<file path="src/rtl/sal_sched_pkg.sv">
// Shared types and default inter-bank timing values for the channel command scheduler.
package sal_sched_pkg;

  typedef enum logic [2:0] {
    CMD_NOP = 3'd0,
    CMD_ACT = 3'd1,
    CMD_RD  = 3'd2,
    CMD_WR  = 3'd3,
    CMD_PRE = 3'd4,
    CMD_REF = 3'd5
  } sched_cmd_t;

  localparam int T_RRD_DEF = 2;
  localparam int T_CCD_DEF = 2;
  localparam int T_WTR_DEF = 3;
  localparam int T_RTW_DEF = 4;

endpackage

</file>
<file path="src/rtl/sal_rr_arb.sv">
// Round-robin arbiter: first set request at or above ptr_i (wrapping) wins.
module sal_rr_arb #(
  parameter int N = 8,
  localparam int PW = $clog2(N)
) (
  input  logic [N-1:0]  req_i,
  input  logic [PW-1:0] ptr_i,
  output logic [N-1:0]  gnt_o,
  output logic [PW-1:0] idx_o,
  output logic          vld_o
);

  logic [PW-1:0] cand;

  always_comb begin
    gnt_o = '0;
    idx_o = '0;
    vld_o = 1'b0;
    cand  = '0;
    for (int i = 0; i < N; i++) begin
      // N is a power of two, so the PW-bit add wraps naturally
      cand = ptr_i + PW'(i);
      if (!vld_o && req_i[cand]) begin
        vld_o       = 1'b1;
        idx_o       = cand;
        gnt_o[cand] = 1'b1;
      end
    end
  end

endmodule

</file>
<file path="src/rtl/sal_timer.sv">
// Inter-bank timing counter: loads t-1 on its command, counts down to 0 and holds.
// zero_o high means the constraint it guards is satisfied.
module sal_timer #(
  parameter int TW = 4
) (
  input  logic          clk,
  input  logic          rst_n,
  input  logic          load_i,
  input  logic [TW-1:0] t_i,
  output logic          zero_o
);

  logic [TW-1:0] cnt_q, cnt_d;

  always_comb begin
    cnt_d = cnt_q;
    if (load_i) begin
      cnt_d = (t_i == '0) ? '0 : t_i - TW'(1);
    end else if (cnt_q != '0) begin
      cnt_d = cnt_q - TW'(1);
    end
  end

  always_ff @(posedge clk or negedge rst_n) begin
    if (!rst_n) cnt_q <= '0;
    else        cnt_q <= cnt_d;
  end

  assign zero_o = (cnt_q == '0);

endmodule

</file>
<file path="src/rtl/sal_cmd_sched.sv">
// Channel command scheduler: one combinational grant per cycle across all banks,
// honouring inter-bank tRRD/tCCD/tWTR/tRTW, with the command registered onto the bus.
module sal_cmd_sched
  import sal_sched_pkg::*;
#(
  parameter int NUM_BANKS = 8,
  parameter int RA_W      = 14,
  parameter int CA_W      = 10,
  parameter int TW        = 4,
  localparam int BW       = $clog2(NUM_BANKS)
) (
  input  logic                      clk,
  input  logic                      rst_n,
  input  logic [NUM_BANKS-1:0]      act_req_i,
  input  logic [NUM_BANKS-1:0]      rd_req_i,
  input  logic [NUM_BANKS-1:0]      wr_req_i,
  input  logic [NUM_BANKS-1:0]      pre_req_i,
  input  logic [NUM_BANKS-1:0]      ref_req_i,
  input  logic [NUM_BANKS*RA_W-1:0] ra_i,
  input  logic [NUM_BANKS*CA_W-1:0] ca_i,
  output logic [NUM_BANKS-1:0]      act_gnt_o,
  output logic [NUM_BANKS-1:0]      rd_gnt_o,
  output logic [NUM_BANKS-1:0]      wr_gnt_o,
  output logic [NUM_BANKS-1:0]      pre_gnt_o,
  output logic [NUM_BANKS-1:0]      ref_gnt_o,
  input  logic [TW-1:0]             t_rrd_i,
  input  logic [TW-1:0]             t_ccd_i,
  input  logic [TW-1:0]             t_wtr_i,
  input  logic [TW-1:0]             t_rtw_i,
  output logic                      cmd_valid_o,
  output logic [2:0]                cmd_o,
  output logic [BW-1:0]             ba_o,
  output logic [RA_W-1:0]           addr_o
);

  logic rrd_ok, ccd_ok, wtr_ok, rtw_ok, rd_ok, wr_ok;
  logic [NUM_BANKS-1:0] col_req, act_req_m;
  logic [NUM_BANKS-1:0] ref_gnt, col_gnt, act_gnt, pre_gnt;
  logic [BW-1:0] ref_idx, col_idx, act_idx, pre_idx;
  logic ref_vld, col_vld, act_vld, pre_vld;

  logic [BW-1:0] rr_ptr_q, rr_ptr_d;
  logic          valid_q, valid_d;
  sched_cmd_t    cmd_q, cmd_d;
  logic [BW-1:0] ba_q, ba_d;
  logic [RA_W-1:0] addr_q, addr_d;

  logic       any_gnt;
  sched_cmd_t cmd_sel;
  logic [BW-1:0] bank_sel;

  assign rd_ok     = ccd_ok && wtr_ok;
  assign wr_ok     = ccd_ok && rtw_ok;
  // RD and WR share one arbiter so the nearest bank wins regardless of direction
  assign col_req   = (rd_req_i & {NUM_BANKS{rd_ok}}) | (wr_req_i & {NUM_BANKS{wr_ok}});
  assign act_req_m = act_req_i & {NUM_BANKS{rrd_ok}};

  sal_rr_arb #(.N(NUM_BANKS)) u_ref_arb (.req_i(ref_req_i), .ptr_i(rr_ptr_q), .gnt_o(ref_gnt), .idx_o(ref_idx), .vld_o(ref_vld));
  sal_rr_arb #(.N(NUM_BANKS)) u_col_arb (.req_i(col_req),   .ptr_i(rr_ptr_q), .gnt_o(col_gnt), .idx_o(col_idx), .vld_o(col_vld));
  sal_rr_arb #(.N(NUM_BANKS)) u_act_arb (.req_i(act_req_m), .ptr_i(rr_ptr_q), .gnt_o(act_gnt), .idx_o(act_idx), .vld_o(act_vld));
  sal_rr_arb #(.N(NUM_BANKS)) u_pre_arb (.req_i(pre_req_i), .ptr_i(rr_ptr_q), .gnt_o(pre_gnt), .idx_o(pre_idx), .vld_o(pre_vld));

  always_comb begin
    act_gnt_o = '0;
    rd_gnt_o  = '0;
    wr_gnt_o  = '0;
    pre_gnt_o = '0;
    ref_gnt_o = '0;
    any_gnt   = 1'b0;
    cmd_sel   = CMD_NOP;
    bank_sel  = '0;
    if (!rst_n) begin
      any_gnt = 1'b0;
    end else if (ref_vld) begin
      ref_gnt_o = ref_gnt;
      any_gnt   = 1'b1;
      cmd_sel   = CMD_REF;
      bank_sel  = ref_idx;
    end else if (col_vld) begin
      any_gnt  = 1'b1;
      bank_sel = col_idx;
      if (rd_req_i[col_idx] && rd_ok) begin
        rd_gnt_o = col_gnt;
        cmd_sel  = CMD_RD;
      end else begin
        wr_gnt_o = col_gnt;
        cmd_sel  = CMD_WR;
      end
    end else if (act_vld) begin
      act_gnt_o = act_gnt;
      any_gnt   = 1'b1;
      cmd_sel   = CMD_ACT;
      bank_sel  = act_idx;
    end else if (pre_vld) begin
      pre_gnt_o = pre_gnt;
      any_gnt   = 1'b1;
      cmd_sel   = CMD_PRE;
      bank_sel  = pre_idx;
    end
  end

  sal_timer #(.TW(TW)) u_rrd (.clk(clk), .rst_n(rst_n), .load_i(cmd_sel == CMD_ACT), .t_i(t_rrd_i), .zero_o(rrd_ok));
  sal_timer #(.TW(TW)) u_ccd (.clk(clk), .rst_n(rst_n), .load_i(cmd_sel == CMD_RD || cmd_sel == CMD_WR), .t_i(t_ccd_i), .zero_o(ccd_ok));
  sal_timer #(.TW(TW)) u_wtr (.clk(clk), .rst_n(rst_n), .load_i(cmd_sel == CMD_WR), .t_i(t_wtr_i), .zero_o(wtr_ok));
  sal_timer #(.TW(TW)) u_rtw (.clk(clk), .rst_n(rst_n), .load_i(cmd_sel == CMD_RD), .t_i(t_rtw_i), .zero_o(rtw_ok));

  always_comb begin
    rr_ptr_d = any_gnt ? bank_sel + BW'(1) : rr_ptr_q;
    valid_d  = any_gnt;
    cmd_d    = cmd_sel;
    ba_d     = bank_sel;
    addr_d   = '0;
    for (int b = 0; b < NUM_BANKS; b++) begin
      if (bank_sel == BW'(b)) begin
        if (cmd_sel == CMD_ACT) begin
          addr_d = ra_i[b*RA_W +: RA_W];
        end else if (cmd_sel == CMD_RD || cmd_sel == CMD_WR) begin
          addr_d[CA_W-1:0] = ca_i[b*CA_W +: CA_W];
        end
      end
    end
  end

  always_ff @(posedge clk or negedge rst_n) begin
    if (!rst_n) begin
      rr_ptr_q <= '0;
      valid_q  <= 1'b0;
      cmd_q    <= CMD_NOP;
      ba_q     <= '0;
      addr_q   <= '0;
    end else begin
      rr_ptr_q <= rr_ptr_d;
      valid_q  <= valid_d;
      cmd_q    <= cmd_d;
      ba_q     <= ba_d;
      addr_q   <= addr_d;
    end
  end

  assign cmd_valid_o = valid_q;
  assign cmd_o       = cmd_q;
  assign ba_o        = ba_q;
  assign addr_o      = addr_q;

endmodule

</file>
<file path="config.mk">
export PLATFORM = sky130hd
export DESIGN_NAME = sal_cmd_sched
export DESIGN_NICKNAME = d
export VERILOG_FILES = /design/src/rtl/sal_sched_pkg.sv /design/src/rtl/sal_rr_arb.sv /design/src/rtl/sal_timer.sv /design/src/rtl/sal_cmd_sched.sv
export SDC_FILE = /design/constraint.sdc
export NUM_CORES = 1
export LEC_CHECK = 0
export ABC_AREA = 0
export CORE_UTILIZATION = 51
export DETAILED_ROUTE_END_ITERATION = 8
export GPL_TIMING_DRIVEN = 0
export PLACE_DENSITY = 0.9
export SYNTH_ARGS = -nofsm -noshare
export SYNTH_HDL_FRONTEND = slang
export SYNTH_SLANG_ARGS = --single-unit
</file>
<file path="constraint.sdc">
create_clock -name clk -period 17.7 [get_ports clk]
set_input_delay 2.655 -clock clk [delete_from_list [all_inputs] [get_ports clk]]
set_output_delay 2.655 -clock clk [all_outputs]
set_load 0.05 [all_outputs]
</file>
=== After elaboration in Yosys (flattened, before gate mapping) ===
Index checks and enable logic that the tools add are counted.

* Bits in latches: 0
* Output and inout bits: 61
* Bits in registers: 40
* Bits in read-only memories: 0
* RAM bits: 0
* Memories kept: 0
* Input port bits: 250

* Reduce and logical (&&, ||, !) cells: 85
* Multiplexer cells: 257
* Bitwise operators: 32
* Multiply operators: 0
* Div/mod/pow operators: 0
* Magnitude comparators: 17
* Equal/unequal tests: 10
* Shifts and indexed selects: 0
* Add/sub/neg operators: 16

{| class="wikitable"
|+ Operator list
! operator !! count
|-
| 8-bit 2-to-1 mux || 51
|-
| 8-bit OR || 29
|-
| 10-bit 2-to-1 mux || 16
|-
| 3-bit 2-to-1 mux || 42
|-
| 14-bit 2-to-1 mux || 8
|-
| 1-bit binary-select mux with 3-bit select || 33
|-
| 4-bit 2-to-1 mux || 20
|-
| 1-bit 2-to-1 mux || 79
|-
| 1-bit logical AND || 39
|-
| 3-bit by 4-bit less-than comparator with 1-bit output (second input constant) || 9
|-
| 4-bit zero test || 8
|-
| 4-bit by 1-bit subtractor with 4-bit output (second input constant) || 8
|-
| 1-bit zero test || 28
|-
| 8-bit bitwise AND || 3
|-
| 1-bit demux with 3-bit select || 8
|-
| 3-bit by 1-bit >= comparator with 1-bit output (second input constant) || 8
|-
| 4-bit nonzero test || 4
|-
| 3-bit adder (second input constant) || 4
|-
| 3-bit by 2-bit equality test with 1-bit output (second input constant) || 4
|-
| 3-bit equality test (second input constant) || 4
|-
| 2-bit nonzero test || 4
|-
| 3-bit by 1-bit adder with 3-bit output (second input constant) || 2
|-
| 3-bit by 2-bit adder with 3-bit output (second input constant) || 2
|-
| 3-bit by 1-bit equality test with 1-bit output (second input constant) || 2
|-
| other kinds (2) || 2
|}

=== Logic depth before layout (Yosys ltp) ===
Gate-level depths: netlist of run 1.

* Depth after elaboration: 61
* Depth in mapped cells: 31
* Mapped depth without buffers: 24

=== Modules after synthesis ===
Synthesis of run 1 repeated with hierarchy kept, for this count alone.

* Cells, all modules: 1231
* Area total of the unflattened synthesis: 9945.8 um2

{| class="wikitable"
|+ By module, submodules not included
! module !! cells each !! sequential area each (um2) !! times used !! area an instance (um2)
|-
| sal_cmd_sched || 532 || 600.6 || 1 || 3657.3
|-
| sal_rr_arb at u_act_arb ... || 132 || 0.0 || 2 || 1209.9
|-
| sal_rr_arb at u_ref_arb || 162 || 0.0 || 1 || 1412.6
|-
| sal_rr_arb at u_pre_arb || 149 || 0.0 || 1 || 1295.0
|-
| sal_timer || 31 || 100.1 || 4 || 290.3
|}

=== Worst setup path after synthesis of run 1 ===
No wires, ideal clock.

* Kind: input -> output
* Start: in ref_req_i[3]
* End: out act_gnt_o[0]
* Path slack: 8.933 ns
* Arrival time: 6.112 ns
* Stages: 11
* Cells stage by stage: mux4_2 mux2_2 or3_4 nor3_4 o31ai_4 nor4_2 nand3_2 clkbuf_1 buf_1 clkbuf_1 a31oi_1

* Word-level cells in the longest chain between the ends: 26
* Elaborated cells on any way between the ends: 40
* Those cells by class: mux (26); reduce/logical (14)

{| class="wikitable"
|+ Ends and longest elaborated chain
! element !! RTL line !! source
|-
| start: declaration || sal_cmd_sched.sv:18 || <nowiki>input logic [NUM_BANKS-1:0] ref_req_i,</nowiki>
|-
| 1-bit binary-select mux with 3-bit select || sal_rr_arb.sv:23 || <nowiki>if (!vld_o && req_i[cand]) begin</nowiki>
|-
| 1-bit 2-to-1 mux (not written as such) || sal_rr_arb.sv:23 ||
|-
| 1-bit 2-to-1 mux || sal_rr_arb.sv:23 ||
|-
| 1-bit zero test || sal_rr_arb.sv:23 ||
|-
| 1-bit logical AND || sal_rr_arb.sv:23 ||
|-
| 1-bit 2-to-1 mux || sal_rr_arb.sv:23 ||
|-
| 1-bit zero test || sal_rr_arb.sv:23 ||
|-
| 1-bit logical AND || sal_rr_arb.sv:23 ||
|-
| [... 10 more ...] || - ||
|-
| 1-bit zero test || sal_rr_arb.sv:23 ||
|-
| 1-bit logical AND || sal_rr_arb.sv:23 ||
|-
| 1-bit 2-to-1 mux || sal_rr_arb.sv:23 ||
|-
| 1-bit zero test || sal_rr_arb.sv:23 ||
|-
| 1-bit logical AND || sal_rr_arb.sv:23 ||
|-
| 1-bit 2-to-1 mux * || sal_rr_arb.sv:23 ||
|-
| 8-bit 2-to-1 mux * || sal_cmd_sched.sv:74 || <nowiki>end else if (ref_vld) begin</nowiki>
|-
| 8-bit 2-to-1 mux * || sal_cmd_sched.sv:72 || <nowiki>if (!rst_n) begin</nowiki>
|-
| end: declaration || sal_cmd_sched.sv:21 || <nowiki>output logic [NUM_BANKS-1:0] act_gnt_o,</nowiki>
|}

Every way passes the cells marked *; elsewhere a longest branch is shown, timed or not. The select of a mux whose other input is x is not followed.

=== Final worst setup path of run 1 ===
* Start: in ref_req_i[6]
* End: out rd_gnt_o[5]

* Word-level cells in the longest chain between the ends: 26
* Elaborated cells on any way between the ends: 40
* Those cells by class: mux (26); reduce/logical (14)

{| class="wikitable"
|+ Ends and longest elaborated chain
! element !! RTL line !! source
|-
| 1-bit binary-select mux with 3-bit select || sal_rr_arb.sv:23 ||
|-
| 1-bit 2-to-1 mux (not written as such) || sal_rr_arb.sv:23 ||
|-
| 1-bit 2-to-1 mux || sal_rr_arb.sv:23 ||
|-
| 1-bit zero test || sal_rr_arb.sv:23 ||
|-
| 1-bit logical AND || sal_rr_arb.sv:23 ||
|-
| 1-bit 2-to-1 mux || sal_rr_arb.sv:23 ||
|-
| 1-bit zero test || sal_rr_arb.sv:23 ||
|-
| 1-bit logical AND || sal_rr_arb.sv:23 ||
|-
| [... 10 more ...] || - ||
|-
| 1-bit zero test || sal_rr_arb.sv:23 ||
|-
| 1-bit logical AND || sal_rr_arb.sv:23 ||
|-
| 1-bit 2-to-1 mux || sal_rr_arb.sv:23 ||
|-
| 1-bit zero test || sal_rr_arb.sv:23 ||
|-
| 1-bit logical AND || sal_rr_arb.sv:23 ||
|-
| 1-bit 2-to-1 mux * || sal_rr_arb.sv:23 ||
|-
| 8-bit 2-to-1 mux * || sal_cmd_sched.sv:74 ||
|-
| 8-bit 2-to-1 mux * || sal_cmd_sched.sv:72 ||
|-
| end: declaration || sal_cmd_sched.sv:22 || <nowiki>output logic [NUM_BANKS-1:0] rd_gnt_o,</nowiki>
|}

Marked as above.

==> qor.csv, run 1 <==
stage,metric,value,unit
status,status,finished clean,
power_and_ir_drop,Switching Share,62.15,%
die,Ports,311,
cells_and_area,fillcell total,1391,
die,row cnt,48,
setup_path,reg-to-reg setup timing slack,8.39,ns
clock_network,CTS tree,yes,
power_and_ir_drop,VDD IR max,0.1859,mV
placement,Area after DPL,0.01244,sq mm
power_and_ir_drop,P_int,1.007,mW
setup_path,Worst setup SP type,input port,
power_and_ir_drop,clock network fraction of total power,4.4,%
sta,max-slew violation count,0,
placement,Placed Instances,1813,
synth,syn avg cell area,7.078,sq um
routing,vias per inst,7.314,
routing,drt total wl,47.17,mm
synth,Synth Warn #,0,
global_routing,global-route wire length before repair,69.90,mm
cells_and_area,# diodes,0,
die,initial core utilization,52.21,%
cells_and_area,share of layout cells above drive strength 1,8.020,%
synth,library cells used by synthesis,93,
clock_network,clock buffer depth,2,
global_routing,initial antenna violation count,0,
sta,endpoints failing hold,0,
routing,DRC violations left,0,
cells_and_area,Util after Layout,72.92,%
sta,hold_ws,0.5771,ns
hold_path,Worst Hold Depth,1,
power_and_ir_drop,Pwr Total,2.660,mW
placement,pre-CTS setup slack,7.068,ns
synth,Syn Nets,1546,
die,Die Ht,135.1,microns
setup_path,CP Data Arrival Time,8.32,ns
cells_and_area,number of nets in the layout,1865,
placement,gpl congestion,1.043,
synth,#FFs+latches synth,40,
clock_network,# hold bufs at CTS,0,
sta,maximum clock rate,91.13,MHz
power_and_ir_drop,Seq pwr share,5.6,%
setup_path,crit path kind,in2out,
clock_network,cts bufs inserted,5,
synth,"EDFF count, synth",0,
sta,Worst Tran Pin Value,1.304,ns
synth,ys flop type,dfrtp_1,
die,core area,0.01730,sq mm
power_and_ir_drop,switching pwr,1.653,mW
sta,Setup TNS,0,ns
power_and_ir_drop,Leakage,4.452,nW
clock_network,Sink Count,40,
clock_network,post_cts resized,0,
sta,Worst Skew,0.01279,ns
clock_network,clock transition at the registers of the reported paths,0.07,ns
power_and_ir_drop,combinational power share,90.0,%
setup_path,crit end category,primary output,
routing,vias,13320,
clock_network,clock root buffer,clkbuf_16,
die,Die ar.,0.01824,sq mm
sta,min Tclk post-route,10.97,ns
routing,drt first-iter violations,1887,
power_and_ir_drop,cell area power density,210.9,mW/mm^2
sta,Finish-stage setup viols,0,
global_routing,Total GRT Usage,49.87,%
setup_path,worst endpoint required time,15.05,ns
sta,worst setup margin,6.726,ns
setup_path,Reg2Reg Depth,27,
routing,"antenna viol nets, final",0,
die,Die Span X,135.1,microns
synth,Cells after Synth,1276,
synth,Synth Cell Area,0.009031,sq mm
placement,Port Buf Inserts,310,
clock_network,"Clk Latency, worst-skew pair",0.31,ns
sta,final cycle utilization of the critical path,62.00,%
setup_path,Worst Path Max Fanout,10,
routing,WL/cell,25.90,microns
clock_network,Post-CTS Setup Bufs,0,
hold_path,hold crit path type,reg2reg,
placement,HPWL after detailed placement,36.90,mm
global_routing,largest net degree at the start of global routing,37,
sta,RSZ-0062 raised after global routing,no,
clock_network,H-Tree Level Count,2,
global_routing,GRT overflow,0,
sta,worst slew margin relative to its limit,12.41,%
cells_and_area,Post-Layout Cell Count,1821,
cells_and_area,Finished Cell Area,0.01261,sq mm
routing,1st-pass router iterations,6,
synth,asr flop ratio synth,100.0,%
synth,sequential fraction of the synthesis area,11.08,%
flow_run,maxcap violations,0,
cells_and_area,area growth from synthesis to layout,39.66,%
global_routing,vias in the first global route,12360,
[state kept, by name, indices dropped and copies added, names as in the netlist]
| name | flops |
|---|---|
| addr_o | 14 |
| u_ccd.cnt_q | 4 |
| u_rrd.cnt_q | 4 |
| u_rtw.cnt_q | 4 |
| u_wtr.cnt_q | 4 |
| ba_o | 3 |
| cmd_o | 3 |
| rr_ptr_q | 3 |
| cmd_valid_o | 1 |
[power by group through the flow]
stage	clock [mW]	combinational [mW]	sequential [mW]
2_1_floorplan	0	1.59	0.165
3_3_place_gp	0	2.23	0.146
3_5_place_dp	0	2.26	0.148
4_1_cts	0.115	2.27	0.147
5_1_grt	0.119	2.51	0.150
6_report	0.118	2.39	0.148
[routing by layer]
layer  vias to the layer above  global-route usage [%]  part of all wire, %
met5                         -                       0                    0
met1                      6144                   63.16                   36
li1                       5623                       -                    -
met2                      1253                   77.15                   44
met3                       298                   12.39                   14
met4                         0                   28.53                  6.3
[cell families after synthesis]
kind of cell	Yosys count	synth area share, %
AO/OA/AOI/OAI	512	38.86
XOR/XNOR	9	0.8729
adder cells (fa/ha/maj)	20	2.771
buffers and inverters	126	6.040
flip-flops	40	11.08
multiplexers	83	14.21
AND/OR/NAND/NOR	486	26.16
[synthesized netlist by cell type, types with 22 or more instances]
cell type,n,area [sq um]
a22o_1,23,201.4
a22oi_1,41,307.8
mux2i_1,27,270.3
nor2_1,134,503.0
nor3_1,25,125.1
a21oi_1,107,535.5
clkbuf_1,53,198.9
inv_1,22,82.58
mux4_2,33,743.2
and2_1,23,143.9
buf_2,25,125.1
dfrtp_1,40,1001
a221oi_1,51,446.7
o22ai_1,45,281.5
nand3_1,48,240.2
nand2_1,150,563.0
o21ai_0,99,495.5
[layout by cell type (no fill, tap or decap), types with 19 or more instances in the layout]
cell,instances
clkdlybuf4s50_1,309
nand2_1,150
nor2_1,134
a21oi_1,107
o21ai_0,99
clkbuf_1,53
a221oi_1,51
nand3_1,48
o22ai_1,45
a22oi_1,41
dfrtp_1,40
mux4_2,33
buf_2,27
mux2i_1,27
nor3_1,25
and2_1,23
a22o_1,23
inv_1,22
and3_1,20
a31oi_1,20
ha_1,20
mux2_2,19
[critical path, cell delays in order]
cell             delay (ns)
clkdlybuf4s50_1        0.51
mux4_2                 0.57
mux2_2                 0.31
or3_4                  0.42
nor3_4                 0.32
o41ai_2                0.21
clkinv_1               0.19
buf_2                  0.27
buf_2                  0.31
clkbuf_1               0.61
clkbuf_1               0.48
nand2_1                0.28
nor2_1                 0.32
clkdlybuf4s50_1        0.87
[area by class of cell]
cell class	count	area (sq um)	area share (%)
Tap cell	225	281.5	2.232
Timing Repair Buffer	312	3123	24.76
Clock inverter	2	38.79	0.3075
Sequential cell	40	1001	7.936
Multi-Input combinational cell	1110	7485	59.34
Buffer	96	432.9	3.432
Clock buffer	6	138.9	1.101
Inverter	30	112.6	0.8928
[worst paths after layout]
check	start	endpoint
worst max-delay path	ref_req_i[6]	rd_gnt_o[5]
worst min-delay path	u_ccd.cnt_q[2]	u_ccd.cnt_q[2]
worst max register to register	rr_ptr_q[1]	addr_o[3]
worst min register to register	u_ccd.cnt_q[2]	u_ccd.cnt_q[2]
max in group asynchronous	rst_n	addr_o[0]
min in group asynchronous	rst_n	u_rtw.cnt_q[2]
No activity file was read; power rests on OpenSTA's default activity.
==> run 2, diff against run 1 <==
--- a/config.mk
+++ b/config.mk
@@ -6,10 +6,10 @@
 export NUM_CORES = 1
 export LEC_CHECK = 0
 export ABC_AREA = 0
-export CORE_UTILIZATION = 51
+export CORE_UTILIZATION = 48
 export DETAILED_ROUTE_END_ITERATION = 8
 export GPL_TIMING_DRIVEN = 0
-export PLACE_DENSITY = 0.9
+export PLACE_DENSITY = 0.85
 export SYNTH_ARGS = -nofsm -noshare
 export SYNTH_HDL_FRONTEND = slang
 export SYNTH_SLANG_ARGS = --single-unit
==> constraint.sdc (replaced) <==
create_clock -name clk -period 10.49 [get_ports clk]
set_input_delay 1.5735 -clock clk [delete_from_list [all_inputs] [get_ports clk]]
set_output_delay 1.5735 -clock clk [all_outputs]
set_load 0.05 [all_outputs]
==> run 2 against run 1 <==
Against the previous run: the flow now finishes with violations (design-rule violations); via count shrank 0.50%; global-route usage down 1.5 points; non-clock buffer count decreased by 1; critical path depth up 4; worst setup slack got worse by 5.7 ns; first-iteration DRC count rose by 40%; cell count up 0.16%; sequential share of layout area barely moved; wire length rose by 2.3%; critical endpoint is now wr_gnt_o[5]; largest power group unchanged.
==> qor.csv, run 2 (synthesized netlist as in run 1, its figures left out) <==
stage,metric,value,unit
cells_and_area,fillcell total,1578,
sta,endpoints failing hold,0,
placement,Area after DPL,0.01244,sq mm
global_routing,vias in the first global route,12360,
global_routing,global-route wire length before repair,72.98,mm
cells_and_area,"most common cell after layout, fill and taps aside",clkdlybuf4s50_1,
clock_network,CTS tree,yes,
hold_path,Worst Hold Depth,1,
die,Die Span X,139.2,microns
cells_and_area,Finished Cell Area,0.01261,sq mm
global_routing,Total GRT Usage,48.39,%
sta,Worst Tran Pin Value,1.364,ns
hold_path,hold crit path type,reg2reg,
setup_path,slowest stage cell on the critical path,clkdlybuf4s50_1,
setup_path,CP Data Arrival Time,7.89,ns
cells_and_area,max reg flops,14,
setup_path,crit path kind,reg2out,
clock_network,Sink Count,40,
setup_path,worst endpoint required time,8.92,ns
global_routing,GRT overflow,0,
clock_network,clock transition at the registers of the reported paths,0.07,ns
global_routing,largest net degree at the start of global routing,33,
placement,gpl congestion,1.008,
setup_path,worst flop-to-flop path startpoint,rr_ptr_q[1],
routing,drt first-iter violations,2649,
routing,1st-pass router iterations,9,
setup_path,crit end category,primary output,
sta,final cycle utilization of the critical path,90.17,%
power_and_ir_drop,Leakage,4.441,nW
die,core area,0.01821,sq mm
cells_and_area,share of layout cells above drive strength 1,7.962,%
sta,max-slew violation count,0,
setup_path,CP dominant cell by count,buf_2,
routing,WL/cell,26.46,microns
sta,worst slew margin relative to its limit,8.346,%
cells_and_area,# diodes,0,
clock_network,cts bufs inserted,5,
routing,vias,13250,
setup_path,reg-to-reg setup timing slack,1.12,ns
clock_network,H-Tree Level Count,2,
sta,Worst Skew,0.01404,ns
global_routing,initial antenna violation count,0,
setup_path,Worst setup SP type,flip-flop,
flow_run,maxcap violations,0,
die,Die Ht,139.2,microns
routing,DRC violations left,57,
die,row cnt,49,
placement,HPWL after detailed placement,37.69,mm
sta,Setup TNS,0,ns
setup_path,Worst Path Max Fanout,11,
routing,vias per inst,7.265,
cells_and_area,area growth from synthesis to layout,39.58,%
power_and_ir_drop,cell area power density,357.1,mW/mm^2
sta,RSZ-0062 raised after global routing,no,
status,status,finished with violations,
setup_path,reg-to-reg endpoint,addr_o[3],
sta,min Tclk post-route,9.459,ns
setup_path,Reg2Reg Depth,27,
die,initial core utilization,49.60,%
setup_path,CP peak stage delay,0.90,ns
clock_network,post_cts resized,0,
sta,maximum clock rate,105.7,MHz
power_and_ir_drop,VDD IR max,0.3264,mV
die,Die ar.,0.01937,sq mm
hold_path,Hold Path End,u_ccd.cnt_q[2],
status,violated checks,design-rule violations,
clock_network,Post-CTS Setup Bufs,0,
setup_path,CP Cell Sequence,buf_2 > clkinv_1 > ha_1 > buf_2 > clkbuf_1 > mux4_2 > mux2i_1 > a22oi_1 > nor3_4 > o41ai_2 > clkinv_1 > buf_2 > buf_2 > clkbuf_1 > clkbuf_1 > nand2_1 > nor2_1 > clkdlybuf4s50_1,
cells_and_area,most frequent cells in the layout,"clkdlybuf4s50_1 (309), nand2_1 (150), nor2_1 (134)",
placement,Port Buf Inserts,310,
clock_network,# hold bufs at CTS,0,
die,Ports,311,
clock_network,clock buffer depth,2,
routing,"antenna viol nets, final",0,
routing,drt total wl,48.26,mm
sta,Finish-stage setup viols,0,
hold_path,worst min-delay path startpoint,u_ccd.cnt_q[2],
clock_network,"Clk Latency, worst-skew pair",0.32,ns
cells_and_area,number of nets in the layout,1864,
clock_network,clock root buffer,clkbuf_16,
==> run 2: metal layers <==
metal / up-vias / GRT usage, % / share of wire, %
met5: - / 0 / 0
met2: 1236 / 74.72 / 43
li1: 5621 / - / -
met1: 6107 / 62.62 / 36
met3: 288 / 13.05 / 15
met4: 0 / 22.81 / 6.0
==> run 2: power breakdown <==
part / leakage [nW] / switching [mW] / internal (mW) / total (mW)
logic: 3.85 / 2.69 / 1.37 / 4.06
registers: 0.508 / 0.0440 / 0.207 / 0.251
clock network: 0.0808 / 0.0828 / 0.113 / 0.195
total: 4.44 / 2.81 / 1.69 / 4.50
==> run 2: how the worst max path moves through the flow <==
stage | startpoint | endpoint | cells past startpoint
detailed placement | rr_ptr_q[1] | wr_gnt_o[6] | 18
global route | rr_ptr_q[1] | addr_o[3] | 27
global placement | rst_n | wr_gnt_o[5] | 13
CTS | rr_ptr_q[1] | wr_gnt_o[6] | 18
floorplan | ref_req_i[3] | act_gnt_o[0] | 11
finish | rr_ptr_q[1] | wr_gnt_o[5] | 18
==> run 2: per-stage QoR <==
step	utilization (%)	setup slack, ns	instances	hold WS (ns)	power (mW)
after floorplan	-	3.886	1276	0.5002	2.957
after global placement	68.21	1.161	1815	0.5234	4.013
after detailed placement	68.30	1.773	1816	0.5385	4.072
after CTS	69.20	1.419	1824	0.5525	4.279
after global routing	69.23	1.004	1824	0.5736	4.709
final	69.23	1.031	1824	0.5612	4.502
==> run 2: critical path: cells and delay by family, from the launching register on <==
family / cells / cell delay (ns)
simple gates: 3 / 0.98
buf+inv: 10 / 4.56
mux: 2 / 0.62
flops: 1 / 0.45
compound gates: 2 / 0.42
fa+ha+maj: 1 / 0.51
==> run 2: cell type report <==
| cell class | instances | area [sq um] | share of cell area (%) |
|---|---|---|---|
| clock buffer | 6 | 128.9 | 1.022 |
| sequential | 40 | 1001 | 7.940 |
| inverter | 30 | 112.6 | 0.8933 |
| clock inverter | 2 | 35.03 | 0.2779 |
| buffer | 96 | 432.9 | 3.434 |
| tap | 229 | 286.5 | 2.273 |
| multi-input combinational | 1110 | 7491 | 59.42 |
| timing repair buffer | 311 | 3118 | 24.73 |
